<file path="config.mk">
export PLATFORM = sky130hd
export DESIGN_NAME = external_bus_interface
export DESIGN_NICKNAME = d
export VERILOG_FILES = /design/src/rtl/external_bus_interface.sv
export SDC_FILE = /design/constraint.sdc
export NUM_CORES = 1
export LEC_CHECK = 0
export CELL_PAD_IN_SITES_DETAIL_PLACEMENT = 1
export CELL_PAD_IN_SITES_GLOBAL_PLACEMENT = 2
export CORE_UTILIZATION = 23
export CTS_CLUSTER_DIAMETER = 60
export CTS_CLUSTER_SIZE = 10
export DETAILED_ROUTE_END_ITERATION = 12
export PLACE_DENSITY = 0.79
export SETUP_SLACK_MARGIN = 0.1
export SYNTH_ARGS = -nofsm -noshare
export SYNTH_HDL_FRONTEND = slang
export SYNTH_SLANG_ARGS = --single-unit
</file>
<file path="constraint.sdc">
create_clock -name clk -period 1.6 [get_ports clk]
set_clock_uncertainty 0.1 [all_clocks]
set_input_delay 0.16 -clock clk [delete_from_list [all_inputs] [get_ports clk]]
set_output_delay 0.16 -clock clk [all_outputs]
set_load 0.02 [all_outputs]
</file>
<file path="src/rtl/external_bus_interface.sv">
// external_bus_interface
//   Bridges the CPU's internal buses to a simple req/ack external memory port.
//   ABL/ABH/DOR are loaded from the internal buses while idle. A cycle_start
//   launches one transfer. stall holds the CPU until mem_ack arrives. Read data
//   is captured into the data latch (DL), which can be driven back onto the
//   wired-AND internal buses.
//
//   Optional feature: define BUS_TIMEOUT_EN to enable a wait-cycle watchdog.
//   It aborts a transfer after TIMEOUT_CYCLES WAIT cycles without an ack. On a
//   read, DL is then forced to 8'hFF, and timeout_flag stays set until reset.
//   Without the macro the transfer waits forever and timeout_flag is tied to 0.
//
// Ports
//   clk, rst                              clock, async active-high reset
//   ADL_ABL, ADH_ABH, DB_DOR              register load strobes (IDLE only)
//   DL_DB, DL_ADL, DL_ADH                 drive DL onto DB/ADL/ADH
//   cycle_start, rw_req                   start strobe, 1=read 0=write
//   DB/ADL/ADH_toModules                  resolved internal bus values
//   DB/ADL/ADH_fromModules                wired-AND contributions (FF = idle)
//   mem_addr, mem_wdata, mem_rw, mem_req  external request side
//   mem_ack, mem_rdata                    external response side
//   stall, timeout_flag                   CPU hold, sticky abort indicator
module external_bus_interface #(
  parameter int TIMEOUT_CYCLES = 255
) (
  input  logic        clk,
  input  logic        rst,
  input  logic        ADL_ABL,
  input  logic        ADH_ABH,
  input  logic        DB_DOR,
  input  logic        DL_DB,
  input  logic        DL_ADL,
  input  logic        DL_ADH,
  input  logic        cycle_start,
  input  logic        rw_req,
  input  logic [7:0]  DB_toModules,
  input  logic [7:0]  ADL_toModules,
  input  logic [7:0]  ADH_toModules,
  output logic [7:0]  DB_fromModules,
  output logic [7:0]  ADL_fromModules,
  output logic [7:0]  ADH_fromModules,
  output logic [15:0] mem_addr,
  output logic [7:0]  mem_wdata,
  output logic        mem_rw,
  output logic        mem_req,
  input  logic        mem_ack,
  input  logic [7:0]  mem_rdata,
  output logic        stall,
  output logic        timeout_flag
);

  if (TIMEOUT_CYCLES < 1 || TIMEOUT_CYCLES > 255) begin : g_bad_timeout
    $error("TIMEOUT_CYCLES must be in 1..255");
  end

  typedef enum logic {S_IDLE = 1'b0, S_WAIT = 1'b1} state_t;

  state_t     state_q, state_d;
  logic [7:0] abl, abh, dor, dl;
  logic       start, ack_done, abort;

  assign start    = (state_q == S_IDLE) && cycle_start;
  assign ack_done = (state_q == S_WAIT) && mem_ack;

`ifdef BUS_TIMEOUT_EN
  logic [7:0] wait_cnt;
  logic       limit_hit;
  logic       tflag;

  // wait_cnt holds the number of WAIT cycles already completed without an
  // ack. The limit is therefore reached on the edge that closes WAIT cycle
  // number TIMEOUT_CYCLES. An ack on that same edge still wins.
  assign limit_hit = ({1'b0, wait_cnt} + 9'd1) == 9'(TIMEOUT_CYCLES);
  assign abort     = (state_q == S_WAIT) && !mem_ack && limit_hit;

  always_ff @(posedge clk or posedge rst) begin
    if (rst) begin
      wait_cnt <= 8'h00;
      tflag    <= 1'b0;
    end else begin
      if (start)
        wait_cnt <= 8'h00;
      else if (state_q == S_WAIT && !mem_ack && !limit_hit)
        wait_cnt <= wait_cnt + 8'd1;
      if (abort)
        tflag <= 1'b1;
    end
  end

  assign timeout_flag = tflag;
`else
  assign abort        = 1'b0;
  assign timeout_flag = 1'b0;
`endif

  // state register
  always_ff @(posedge clk or posedge rst) begin
    if (rst) state_q <= S_IDLE;
    else     state_q <= state_d;
  end

  // next state
  always_comb begin
    state_d = state_q;
    case (state_q)
      S_IDLE: if (cycle_start)       state_d = S_WAIT;
      S_WAIT: if (mem_ack || abort)  state_d = S_IDLE;
      default:                       state_d = S_IDLE;
    endcase
  end

  // FSM outputs
  always_comb begin
    stall = (state_q == S_WAIT);
  end

  // address/data registers and request handshake
  always_ff @(posedge clk or posedge rst) begin
    if (rst) begin
      abl     <= 8'h00;
      abh     <= 8'h00;
      dor     <= 8'h00;
      dl      <= 8'h00;
      mem_rw  <= 1'b1;
      mem_req <= 1'b0;
    end else begin
      // address and data are frozen for the whole transfer
      if (state_q == S_IDLE) begin
        if (ADL_ABL) abl <= ADL_toModules;
        if (ADH_ABH) abh <= ADH_toModules;
        if (DB_DOR)  dor <= DB_toModules;
      end
      if (start) begin
        mem_rw  <= rw_req;
        mem_req <= 1'b1;
      end
      if (ack_done || abort)
        mem_req <= 1'b0;
      if (ack_done && mem_rw)
        dl <= mem_rdata;
      else if (abort && mem_rw)
        dl <= 8'hFF;
    end
  end

  assign mem_addr  = {abh, abl};
  assign mem_wdata = dor;

  // 8'hFF is the wired-AND idle value: the bus ignores an undriven contributor
  assign DB_fromModules  = DL_DB  ? dl : 8'hFF;
  assign ADL_fromModules = DL_ADL ? dl : 8'hFF;
  assign ADH_fromModules = DL_ADH ? dl : 8'hFF;

endmodule

</file>
; Word-level counts from Yosys, hierarchy flattened
; Cells that the tools add are included.
[word_totals]
reg_bits = 35
in_bits = 43
elab_cells = 23
[op_classes]
reduce_logical = 7
n_mux = 8
bitwise_logic = 1
[ops]
columns = cell, count
row1 = $mux 8, 3
row2 = $reduce_and 2->1, 3
row3 = $mux 1, 4
row4 = $logic_and 1x1->1, 3
row5 = $pmux 1 s2, 1
row6 = $reduce_bool 2->1, 1
row7 = $not 1->1, 1

; Depth between registers and ports, before layout
[depth]
word_depth = 4
depth_mapped = 4
ltp_nobuf = 2

; Least setup slack after synthesis
; OpenSTA, ideal clock, no wires.
[synth_path]
path_kind = reg-to-reg
startpoint = register state_q, in the netlist stall
endpoint = register abh[0]
path_stages_with_launch = 5
required_time_ps = 1375
n_path_buf = 2
setup_ps = 125
arrival_time_ps = 1162
path_slack_ps = 213
cell_sequence = dfrtp_1 -> buf_6 -> nor2b_2 -> buf_6 -> mux2_4
[synth_via]
elab_chain_len = 2
[synth_rtl]
columns = element, line
row1 = start: declaration, 58  ; state_t state_q, state_d;
row2 = start signal: assignment, 99  ; else state_q <= state_d;
row3 = $not 1->1 (no line), --
row4 = $reduce_and 2->1 (no line), --
row5 = end signal: assignment, 130  ; if (ADH_ABH) abh <= ADH_toModules;
row6 = end: declaration, 59  ; logic [7:0] abl, abh, dor, dl;
; Every way passes these cells.
; A chain may end at the register's enable or synchronous reset.

; Final worst setup path
[layout_path]
startpoint = register mem_rw
endpoint = output port mem_rw
[layout_rtl]
columns = element, line
row1 = start: declaration, 44  ; output logic mem_rw,
row2 = start signal: assignment, 134  ; mem_rw <= rw_req;
; No word-level cell between the ends.

==> PnR_summary.wiki <==
{| class="wikitable"
! Metric !! Value
|-
| Maximum net fanout on the critical path || 3
|-
| Static leakage power || 1.210 nW
|-
| Number of distinct library cells after synthesis || 15
|-
| Parity-gate share of the synthesized area counting xor and xnor cells || 0
|-
| First-pass GRT wire length || 6.527 mm
|-
| Part of the total power dissipated in sequential elements || 0.377
|-
| Power share of the clock group || 0.175
|-
| Dominant combinational cell family by area after synthesis || multiplexers
|-
| Net count after synthesis || 152
|-
| Filler-free cell count of the finished design || 309
|-
| End-of-flow core utilization || 0.3989
|-
| Num CTS Buffers || 5
|-
| Worst supply voltage drop on vdd || 398.8 uV
|-
| Maximum clock frequency || 0.6923 GHz
|-
| Total Die Area || 0.007390 mm2
|-
| Adder and majority gate portion of the synthesized area || 0
|-
| Number of standard cells after synthesis || 109
|-
| Final worst-path cycle share || 0.9028
|-
| Leading post-synthesis cells by cell area || dfrtp_1, mux2_4, nand2b_1
|-
| Source-to-sink clock delay at the later pin of the worst-skew pair || 0.28 ns
|-
| Power per unit of standard cell area || 1309 mW/mm2
|-
| Count of endpoints failing hold in the final timing report || 0
|-
| Half-perimeter wire length after detailed placement || 3.061 mm
|-
| Number of H-tree levels || 2
|-
| Final Power || 3.547 mW
|-
| Final WS setup || 0.1556 ns
|-
| Count of maximum capacitance violations || 0
|-
| Longest individual stage delay on the worst path || 0.56 ns
|-
| Leading cell types by count after synthesis || dfrtp_1, mux2_4, nand2b_1, mux2_2, buf_6
|-
| # IOs || 95
|-
| Final Routed Wirelength || 3.982 mm
|-
| Drt initial violations || 11
|-
| Total internal power || 2.307 mW
|-
| Number of enable flip-flop cells after synthesis || 0
|-
| Total number of vias || 1204
|-
| Switching component of the power || 1.241 mW
|-
| Post-detailed-route count of antenna-violating nets || 0
|-
| Die extent in y || 85.97 um
|-
| Sum of negative setup slack || 0 ns
|-
| Gate power share || 0.448
|-
| Layout cell share with drive strength beyond 1 || 0.2441
|-
| Initial antenna violation count || 0
|-
| Path length in cells of the critical path || 1
|-
| Crit path DAT || 1.18 ns
|-
| Share of synthesized registers carrying an async set or reset || 1.000
|-
| Post-route DRC || 0
|-
| Max Buffers Root-to-Sink || 2
|-
| Total cell area at the placement stage || 0.002693 mm2
|-
| Placed Cells incl. Taps || 301
|-
| Path type of the worst setup path || reg -> out
|-
| Final Max Slew Viols || 0
|-
| Post-Synthesis Mean Instance Area || 14.88 um2
|-
| Kind of end point of the critical path || primary output
|-
| NumNets Final || 255
|-
| Final Cell Area || 0.002710 mm2
|-
| TritonCTS clock tree || done
|-
| Sequential cell area fraction in the yosys report || 0.5409
|-
| Mux share of post-synthesis cell area || 0.2847
|-
| Buf/Inv on CP || 1
|-
| Chain of cells forming the critical path || dlygate4sd2_1
|-
| Pin count of the biggest net entering global routing || 19
|-
| Cell class contributing the biggest share of worst-path delay || flip-flops
|-
| IO buf count || 93
|-
| Via count of the first global-routing pass || 1289
|-
| Post-place setup slack || -0.1706 ns
|-
| Routed wire per std cell || 12.89 um
|-
| Clock Sinks || 35
|-
| Synth area leader || dfrtp_1
|-
| Most numerous cell in the Yosys netlist || dfrtp_1
|-
| Mean number of vias per cell || 3.896
|-
| Type of the tightest min-delay check || in -> async
|-
| Number of detailed-routing iterations run before antenna repair || 3
|-
| RSZ-0062 raised after global routing || false
|-
| Die width || 85.97 um
|-
| Initial Util || 0.2387
|-
| Placement Rows || 30
|-
| Global-route usage over all layers || 0.1149
|-
| Hold_ws || 0.1283 ns
|-
| Filler Cells Inserted || 753
|-
| Critical Path RT || 1.34 ns
|-
| Post-CTS Setup Repair Bufs || 0
|-
| Slowest cell on crit path || dfstp_2
|-
| Remaining global-route overflow || 0
|-
| Outcome || finished, final reports clean
|-
| Startpoint Class || flip-flop
|-
| Final worst path period need || 1.444 ns
|-
| Post-synth top flop || dfrtp_1
|-
| Simple-gate share of the synthesized area || 0.1281
|-
| Area fraction of the dominant cell type after synthesis || 0.5247
|-
| Clock root buffer || clkbuf_8
|-
| Worst reg-to-reg path cell count || 4
|-
| Number of setup violations in the final report || 0
|-
| CTS hold repair buffers || 0
|-
| Cell area after synthesis || 0.001622 mm2
|-
| Clock-pin slew of the registers on the worst-case setup and hold paths || 0.07 ns
|-
| Area of the core || 0.006794 mm2
|-
| GPL Wtd Cong || 0.6632
|-
| Warnings from Yosys || 0
|-
| Area overhead of the layout relative to synthesis || 67.13%
|-
| # diodes || 0
|-
| Sw Share || 0.3497
|-
| Register bit count reported by yosys || 35
|-
| Complex-gate fraction of the synthesized area || 0.006944
|}
[sequential cells by signal, summed over array words and instances (netlist names)]
register / flops
mem_wdata: 8
abh: 8
mem_req: 1
mem_rw: 1
abl: 8
stall: 1
dl: 8
[cell families (layout without fill, tap and decap cells)]
kind of cell,count (synthesis),after routing
simple gates,31,31
buf+inv,7,111
other cells,1,1
mux,33,33
flops,35,35
compound gates,2,2
[layout make-up]
| type | instances | area, um2 | area share |
|---|---|---|---|
| multi-input combinational | 67 | 684.4 | 0.2525 |
| clock inverter | 1 | 5.005 | 0.001847 |
| sequential | 35 | 877.1 | 0.3236 |
| timing repair buffer | 101 | 939.7 | 0.3467 |
| clock buffer | 7 | 76.32 | 0.02816 |
| tap | 96 | 120.1 | 0.04432 |
| inverter | 2 | 7.507 | 0.002770 |
[per-layer routing]
metal  up-vias  part of all wire  GRT usage
met1       563              0.46     0.1435
met2        72              0.45     0.1919
li1        564                 -          -
met5         -                 0          0
met3         5             0.088    0.03465
met4         0             0.011    0.03182
[repair_timing]
action,CTS,global route
gates resized for setup,53,1
gates cloned,0,0
hold endpoints to repair,0,0
pin swaps,0,0
endpoints found under the setup margin,51,4
[power groups by stage]
stage	Combinational (mW)	Sequential, mW	Clock [mW]
6_report	1.59	1.34	0.620
3_3_place_gp	1.84	1.36	0
2_1_floorplan	0.796	1.53	0
3_5_place_dp	1.86	1.36	0
5_1_grt	1.69	1.39	0.691
4_1_cts	1.61	1.35	0.667
[path summary, 6_finish.rpt]
path / from / slack, ns / to
max: mem_rw / 0.16 / mem_rw
min: rst / 0.13 / dl[3]
max reg2reg: stall / 0.18 / abh[7]
min reg2reg: abh[3] / 0.40 / abh[3]
max in group asynchronous: rst / 1.02 / mem_rw
min in group clk: ADL_toModules[1] / 0.38 / abl[1]
[cells in the final DEF, fill, tap and decap left out]
cell type        synthesis  final
mux2_4                  24     24
buf_4                    1      7
nor2b_2                  3      3
buf_12                   0      1
nor2b_1                  1      1
nand2b_1                24     24
mux2_2                   9      9
clkinv_2                 0      1
inv_1                    2      2
dlymetal6s2s_1           0      1
dlygate4sd2_1            0     53
nand3_4                  1      1
clkdlybuf4s50_1          0     39
nor2_1                   2      2
a21oi_1                  1      1
clkbuf_1                 0      2
clkbuf_8                 0      5
dfrtp_1                 34     34
conb_1                   1      1
dfstp_2                  1      1
o22ai_1                  1      1
Power figures use the tool's default switching activity.
